File: src/rtl/umich_add_arbiter.sv
// Round-robin arbiter sharing one adder and one left shifter among NREQ requesters.
// Optional per-requester grant counters are enabled with `define UMICH_ARB_STATS_EN.
module umich_add_arbiter #(
    parameter int NREQ  = 4,
    parameter int WIDTH = 64,
    parameter int IDW   = $clog2(NREQ)
) (
    input  logic                  clocked_on,
    input  logic                  preset,
    input  logic [NREQ-1:0]       req_valid,
    output logic [NREQ-1:0]       req_ready,
    input  logic [NREQ-1:0]       req_op,
    input  logic [NREQ*WIDTH-1:0] req_a,
    input  logic [NREQ*WIDTH-1:0] req_b,
    output logic                  rsp_valid,
    input  logic                  rsp_ready,
    output logic [WIDTH-1:0]      rsp_data,
    output logic [IDW-1:0]        rsp_id,
    output logic                  busy
`ifdef UMICH_ARB_STATS_EN
    ,
    output logic [NREQ*16-1:0]    grant_cnt,
    input  logic                  stats_clr
`endif
);

    localparam int unsigned N = NREQ;

    typedef enum logic {EMPTY, FULL} state_t;

    state_t           r_state;
    logic [IDW-1:0]   r_ptr;
    logic [WIDTH-1:0] r_data;
    logic [IDW-1:0]   r_id;

    logic             w_open;
    logic             w_found;
    logic             w_xfer;
    logic [IDW-1:0]   w_idx;
    logic [IDW-1:0]   w_ptr_nxt;
    logic [WIDTH-1:0] w_a;
    logic [WIDTH-1:0] w_b;
    logic [WIDTH-1:0] w_result;

    // Window is forced shut during preset so req_ready reads 0 while reset is held.
    assign w_open = !preset && ((r_state == EMPTY) || rsp_ready);

    always_comb begin
        int unsigned j;
        j       = 0;
        w_found = 1'b0;
        w_idx   = '0;
        for (int unsigned k = 0; k < N; k++) begin
            j = 32'(r_ptr) + k;
            if (j >= N) j = j - N;
            if (!w_found && req_valid[j]) begin
                w_found = 1'b1;
                w_idx   = j[IDW-1:0];
            end
        end
    end

    assign w_xfer    = w_found && w_open;
    assign w_a       = req_a[w_idx*WIDTH +: WIDTH];
    assign w_b       = req_b[w_idx*WIDTH +: WIDTH];
    // Shift amounts of WIDTH or more shift every bit out, yielding 0.
    assign w_result  = req_op[w_idx] ? (w_a << w_b) : (w_a + w_b);
    assign w_ptr_nxt = (w_idx == IDW'(NREQ - 1)) ? '0 : w_idx + 1'b1;
    assign req_ready = w_xfer ? (NREQ'(1) << w_idx) : '0;

    always_ff @(posedge clocked_on or posedge preset) begin
        if (preset) begin
            r_state <= EMPTY;
            r_ptr   <= '0;
            r_data  <= '0;
            r_id    <= '0;
        end else if (w_xfer) begin
            r_state <= FULL;
            r_ptr   <= w_ptr_nxt;
            r_data  <= w_result;
            r_id    <= w_idx;
        end else if ((r_state == FULL) && rsp_ready) begin
            r_state <= EMPTY;
        end
    end

    assign rsp_valid = (r_state == FULL);
    assign rsp_data  = r_data;
    assign rsp_id    = r_id;
    assign busy      = rsp_valid || (|req_valid);

`ifdef UMICH_ARB_STATS_EN
    logic [NREQ*16-1:0] r_grant_cnt;

    // Clear has priority over a same-cycle grant; counters saturate at all-ones.
    always_ff @(posedge clocked_on or posedge preset) begin
        if (preset) begin
            r_grant_cnt <= '0;
        end else begin
            for (int unsigned i = 0; i < N; i++) begin
                if (stats_clr)
                    r_grant_cnt[i*16 +: 16] <= '0;
                else if (req_ready[i] && (r_grant_cnt[i*16 +: 16] != 16'hFFFF))
                    r_grant_cnt[i*16 +: 16] <= r_grant_cnt[i*16 +: 16] + 16'd1;
            end
        end
    end

    assign grant_cnt = r_grant_cnt;
`endif

endmodule

File: config.mk
export PLATFORM = sky130hd
export DESIGN_NAME = umich_add_arbiter
export DESIGN_NICKNAME = d
export VERILOG_FILES = /design/src/rtl/umich_add_arbiter.sv
export SDC_FILE = /design/constraint.sdc
export NUM_CORES = 1
export LEC_CHECK = 0
export BUFFER_PORTS_ARGS = -buffer_cell sky130_fd_sc_hd__buf_4
export CORE_AREA = 5 5 230 232
export CTS_CLUSTER_DIAMETER = 50
export DETAILED_ROUTE_END_ITERATION = 8
export DIE_AREA = 0 0 235 237
export HOLD_SLACK_MARGIN = 0.02
export PLACE_DENSITY = 0.62
export SYNTH_ARGS = -nofsm -noshare
export SYNTH_HDL_FRONTEND = slang
export SYNTH_SLANG_ARGS = --single-unit
File: constraint.sdc
create_clock -name clocked_on -period 10.5 [get_ports clocked_on]
set_input_delay 1.575 -clock clocked_on [delete_from_list [all_inputs] [get_ports clocked_on]]
set_output_delay 1.575 -clock clocked_on [all_outputs]
set_load 0.02 [all_outputs]
==> flow_metrics.py, run 1 <==
metrics = {
    "power_and_ir_drop": {
        "internal_power_mw": 2.97,
        "seqPwrFrac": 0.063,
        "p_leak_nw": 9.75,
        "ir_worst_vdd_mv": 0.343,
        "power_density_nw_per_um2": 391,
        "combPwrFrac": 0.897,
        "switching_share": 0.625,
        "power.share.clock": 0.040,
        "switchingPower_mw": 4.96,
        "power.total_mw": 7.93,
    },
    "sta": {
        "fmax_mhz": 123,
        "fin_crit_sh": 0.773,
        "tns_ns": 0,
        "slew_headroom": 0.327,
        "grt_setup_unrepaired": "no",
        "final_max_slew_viol_count": 0,
        "hold_viol_final": 0,
        "finalCriticalPeriod_ns": 8.11,
        "skew_ns": 0.0122,
        "tightestPinTransition_ns": 1.00,
        "setup_violations": 0,
    },
    "clock_tree": {
        "holdBufCountCts": 0,
        "cts_buffers": 9,
        "cts_setup_buffers": 0,
        "cts.clk_slew.worst_paths_ns": 0.06,
        "htreeDepth": 3,
        "clockBufferDepth": 2,
        "ctsResizeCount": 0,
        "root_buffer": "clkbuf_16",
        "cts_tree": "done",
        "clock_latency_ns": 0.35,
        "clkSinkCount": 69,
    },
    "yosys": {
        "synthCells": 2229,
        "synth_top_area_share": 0.116,
        "synth_seq_cells": 69,
        "mappedNetlistArea_sq_um": 15200,
        "seq_area_frac_synth": 0.114,
        "synth_edf_count": 0,
        "synthTopCellsByArea": "mux2i_1 12%, dfrtp_1 11%, nand2_1 8.2%",
        "yosys_warnings": 0,
        "avgSynthCellArea_sq_um": 6.82,
        "synth_top_area_cell": "mux2i_1",
        "ys.flop_type": "dfrtp_1",
        "synth_nets": 2820,
        "netlist-cell-type-count": 74,
        "synth-async-reset-ratio": 1.00,
    },
    "worst_hold_path": {
        "hold_path.class": "flip-flop to flip-flop",
        "hold_end": "rsp_data[1]$_DFFE_PP0P_",
        "hold_path_startpoint": "rsp_data[1]$_DFFE_PP0P_",
        "holdPathStages": 2,
    },
    "critical_path": {
        "crit_chain": "buf_4 -> nand2b_1 -> o221a_4 -> and2_4 -> inv_8 -> buf_4 -> buf_4 -> a211oi_1 -> a31oi_1 -> ha_1 -> nand3_1 -> o211ai_1 -> a21oi_1 -> a21oi_1 -> o32ai_1 -> o31a_1 -> o41ai_1 -> a41oi_1 -> or3_1 -> a31oi_1 -> xnor2_1 -> o22ai_1",
        "crit_path_frequent_cell": "buf_4",
        "cp-start-kind": "input port",
        "r2r_end": "rsp_data[61]$_DFFE_PP0P_",
        "r2r_slack_ns": 3.36,
        "r2r_cells": 21,
        "cp_slowest_cell": "o41ai_1",
        "arrival_ns": 8.32,
        "required_ns": 10.71,
        "end_kind": "flip-flop",
        "worstPathMaxFanout": 150,
        "cp_slowest_stage_delay_ns": 0.81,
        "regToRegStartpoint": "r_ptr[0]$_DFFE_PP0P_",
        "critPathKind": "input port to flip-flop",
    },
    "placed_design": {
        "dp_hpwl_microns": 78900,
        "io_buffers": 594,
        "globalplace.congestion": 1.09,
    },
    "floorplanning": {
        "dieHeight_microns": 237,
        "die_area_sq_um": 55700,
        "start_util": 0.300,
        "die_w_microns": 235,
        "std_cell_rows": 83,
        "ios": 595,
        "coreArea_sq_um": 50800,
    },
    "layout": {
        "layout.nets": 3266,
        "drive_gt1_frac": 0.279,
        "fill_cells": 5368,
        "final_cell_mix": "620 x buf_4, 332 x nand2_1, 183 x nor2_1",
        "area_delta_synth_final_pct": 33.5,
        "final_common_cell": "buf_4",
        "finalCoreUtilization": 0.400,
    },
    "run": {
        "drv_cap": 0,
    },
    "drt": {
        "vias": 20601,
        "drtIter0Drc": 2308,
        "dr.pass1.iters": 6,
        "drt_wl_total_microns": 96600,
        "avgRoutedWirePerCell_microns": 28.7,
        "drc": 0,
        "postRouteAntennaNets": 0,
        "viasPerCell": 6.13,
    },
    "global_routing": {
        "grt_pass1_vias": 19973,
        "grt_pass1_wl_microns": 138000,
        "grt_overflow": 0,
        "use_met1": 0.413,
        "grt_max_degree": 151,
        "grtUsageMet2": 0.520,
        "antenna_found_initial": 1,
        "use_met3": 0.0765,
        "grt.total_usage": 0.324,
        "busiest_layer": "met2",
    },
    "outcome": {
        "status": "completed",
    },
}
-- power groups by stage --
stage / registers (mW) / logic [mW] / clock network [mW]
6_report: 0.498 / 7.11 / 0.317
5_1_grt: 0.512 / 7.47 / 0.335
4_1_cts: 0.502 / 6.90 / 0.322
3_5_place_dp: 0.503 / 6.87 / 0
3_3_place_gp: 0.503 / 6.85 / 0
2_1_floorplan: 0.606 / 4.25 / 0
-- synthesized netlist by cell type, drive strengths merged, types with 44 or more instances --
master	count
a31o	65
a31oi	54
buf	74
nand2	335
dfrtp	69
mux2i	176
a211oi	153
nor2	185
o22ai	44
ha	67
clkbuf	114
a21oi	94
and3	163
inv	93
o21ai	99
-- area by class of cell --
cell class,instances,area [sq um],share of cell area
timing repair buffer,623,4710,0.232
sequential,69,1730,0.0851
antenna,1,2.50,0.000123
inverter,95,369,0.0182
multi-input combinational,1877,12300,0.608
clock buffer,12,246,0.0121
clock inverter,4,47.5,0.00234
tap,680,851,0.0419
-- through the flow --
stage | hold slack [ns] | setup slack [ns] | instances | cell area, sq um
floorplan | 0.545 | 3.29 | 2229 | 15200
global placement | 0.466 | 2.34 | 3344 | 20000
detailed placement | 0.483 | 2.21 | 3344 | 20000
CTS | 0.498 | 2.57 | 3360 | 20300
global route | 0.509 | 2.05 | 3360 | 20300
finish | 0.487 | 2.39 | 3361 | 20300
-- registers in the layout, summed over array words and instances, names as in the netlist --
| signal | count |
|---|---|
| rsp_valid | 1 |
| rsp_data | 64 |
| rsp_id | 2 |
| r_ptr | 2 |
-- worst max-delay path by stage --
stage            startpoint                  endpoint  slack [ns]  cells after the start
2_1_floorplan  req_valid[3]  rsp_data[61]$_DFFE_PP0P_        3.29                     30
3_3_place_gp   req_valid[3]  rsp_data[61]$_DFFE_PP0P_        2.34                     22
3_5_place_dp   req_valid[3]  rsp_data[61]$_DFFE_PP0P_        2.21                     22
4_1_cts        req_valid[3]  rsp_data[61]$_DFFE_PP0P_        2.57                     22
5_1_grt        req_valid[3]  rsp_data[61]$_DFFE_PP0P_        2.05                     22
6_report       req_valid[3]  rsp_data[61]$_DFFE_PP0P_        2.39                     22
-- logic make-up (layout without fill, tap and decap cells) --
logic type / after synthesis / count (layout) / synth area share
muxes: 201 / 201 / 0.134
AOI/OAI and AO/OA: 724 / 724 / 0.333
adders and majority gates: 68 / 68 / 0.0564
buffers and inverters: 283 / 734 / 0.0786
xor gates and xnor gates: 53 / 53 / 0.0305
other: 0 / 1 / 0
DFF: 69 / 69 / 0.114
and+or+nand+nor: 831 / 831 / 0.254
-- routing by layer --
metal | vias up | wire length, microns | share of wire
li1 | 9191 | - | -
met1 | 9840 | 38100 | 0.39
met2 | 1334 | 43200 | 0.45
met3 | 236 | 9870 | 0.10
met4 | 0 | 5420 | 0.056
met5 | - | 0 | 0
-- critical path: cells and delay by family --
family / cells / cell delay (ns)
and+or+nand+nor: 4 / 0.98
adders and majority gates: 1 / 0.32
xor gates and xnor gates: 1 / 0.14
AOI/OAI and AO/OA: 12 / 3.54
buffers and inverters: 4 / 1.57
(Power assumes the default switching activity.)
==> run 2: changes to the inputs <==
Settings changed: CORE_AREA 5 5 230 232 to 5 5 228 230, DIE_AREA 0 0 235 237 to 0 0 233 235, PLACE_DENSITY 0.62 to 0.65.
Clock period 10.5 ns to 6.63 ns, I/O delays scaled along.
==> run 2 against run 1 <==
Against the previous run:
- setup slack lost 2.1 ns
- clock-buffer cell count grew 1
- first-iteration DRC count grew 2.4%
- critical path type unchanged
- largest cell class unchanged
==> flow_metrics.py, run 2 (synthesized netlist as in run 1, its figures left out) <==
metrics = {
    "sta": {
        "setup_violations": 0,
        "tightestPinTransition_ns": 1.03,
        "final_max_slew_viol_count": 0,
        "tns_ns": 0,
        "fmax_mhz": 159,
        "slew_headroom": 0.311,
        "fin_ws_ns": 0.330,
        "finalCriticalPeriod_ns": 6.30,
        "hold_viol_final": 0,
        "grt_setup_unrepaired": "no",
        "fin_crit_sh": 0.950,
        "skew_ns": 0.0120,
    },
    "clock_tree": {
        "clockBufferDepth": 2,
        "cts_tree": "done",
        "root_buffer": "clkbuf_16",
        "ctsResizeCount": 0,
        "clock_latency_ns": 0.35,
        "htreeDepth": 3,
        "clkSinkCount": 69,
        "cts_setup_buffers": 0,
        "cts_buffers": 9,
        "cts.clk_slew.worst_paths_ns": 0.06,
        "holdBufCountCts": 0,
    },
    "worst_hold_path": {
        "hold_path.class": "flip-flop to flip-flop",
    },
    "global_routing": {
        "grt_max_degree": 78,
        "grt_pass1_wl_microns": 144000,
        "grt.total_usage": 0.353,
        "grt_overflow": 0,
        "grt_pass1_vias": 20368,
        "antenna_found_initial": 7,
    },
    "power_and_ir_drop": {
        "power_density_nw_per_um2": 637,
        "p_leak_nw": 10.1,
        "ir_worst_vdd_mv": 0.224,
    },
    "layout": {
        "drive_gt1_frac": 0.296,
        "final_cell_mix": "681 x buf_4, 333 x nand2_1, 183 x nor2_1",
        "fill_cells": 5301,
        "largest_reg_flops": 64,
        "layout.nets": 3333,
        "multi_input_area_sq_um": 12300,
        "area_delta_synth_final_pct": 37.1,
        "final_common_cell": "buf_4",
        "seq_area_sq_um": 1730,
    },
    "critical_path": {
        "arrival_ns": 6.54,
        "worstPathMaxFanout": 32,
        "required_ns": 6.87,
        "cp-start-kind": "input port",
        "critPathKind": "input port to flip-flop",
        "end_kind": "flip-flop",
    },
    "floorplanning": {
        "start_util": 0.306,
        "die_area_sq_um": 54800,
        "coreArea_sq_um": 49700,
        "ios": 595,
        "die_w_microns": 233,
        "std_cell_rows": 82,
        "dieHeight_microns": 235,
    },
    "placed_design": {
        "dp_slack_ns": 0.0639,
        "globalplace.congestion": 1.03,
        "io_buffers": 594,
        "dp_hpwl_microns": 86000,
    },
    "run": {
        "drv_cap": 0,
    },
    "drt": {
        "vias": 20915,
        "drtIter0Drc": 2364,
        "viasPerCell": 6.11,
        "avgRoutedWirePerCell_microns": 30.2,
        "postRouteAntennaNets": 0,
        "drt_wl_total_microns": 103000,
        "drc": 0,
        "dr.pass1.iters": 6,
    },
    "outcome": {
        "status": "completed",
    },
}
## run 2: path summary, 6_finish.rpt
path | from | to | slack [ns] | cells after the start
worst max register to register | r_ptr[1]$_DFFE_PP0P_ | rsp_data[59]$_DFFE_PP0P_ | 0.62 | 22
worst min-delay path | rsp_data[10]$_DFFE_PP0P_ | rsp_data[10]$_DFFE_PP0P_ | 0.48 | 2
max in group asynchronous | preset | r_ptr[0]$_DFFE_PP0P_ | 5.00 | 3
worst max-delay path | req_valid[3] | rsp_data[59]$_DFFE_PP0P_ | 0.33 | 23
min in group asynchronous | preset | rsp_valid$_DFFE_PP0P_ | 0.94 | 3
worst min register to register | rsp_data[10]$_DFFE_PP0P_ | rsp_data[10]$_DFFE_PP0P_ | 0.48 | 2
## run 2: where the power goes
group,switching (mW),internal [mW],leakage [nW]
clock,0.189,0.260,0.129
sequential,0.164,0.619,0.830
combinational,7.91,4.13,9.14
## run 2: layout make-up
type | instances | share of cell area
Antenna cell | 3 | 0.000360
Clock buffer | 13 | 0.0120
Clock inverter | 2 | 0.000480
Inverter | 95 | 0.0177
Multi-Input combinational cell | 1877 | 0.592
Sequential cell | 69 | 0.0828
Tap cell | 672 | 0.0403
Timing Repair Buffer | 690 | 0.254
## run 2: worst max-delay path: stages
cell and delay (ns):
buf_4 0.12, nand2b_1 0.16, o221a_4 0.23, and2_4 0.20, buf_12 0.20, nand2_1 0.07
and3_1 0.17, a31oi_1 0.67, ha_1 0.40, a2111oi_0 0.44, o21ai_0 0.28, nand3_1 0.20
a21oi_1 0.11, o32ai_1 0.46, buf_4 0.21, o31a_1 0.22, o41ai_2 0.12, buf_4 0.15
a21oi_1 0.28, nor4_1 0.10, o31ai_1 0.39, nand3_1 0.13, o22a_1 0.20
## run 2: per-layer routing
metal / GRT usage / part of all wire / vias to the layer above
li1: - / - / 9348
met1: 0.458 / 0.41 / 10125
met2: 0.574 / 0.46 / 1200
met4: 0.148 / 0.053 / 10
met3: 0.0660 / 0.084 / 232
met5: 0 / 0.00067 / -
## run 2: metrics by stage
step	power (mW)	utilization	instance area (sq um)	cells	hold slack (ns)
after floorplan	7.69	-	15200	2229	0.545
after global placement	12.6	0.414	20600	3403	0.467
after detailed placement	12.5	0.414	20600	3403	0.477
after CTS	13.0	0.420	20800	3418	0.490
after global routing	13.9	0.420	20800	3420	0.511
final	13.3	0.420	20800	3421	0.480
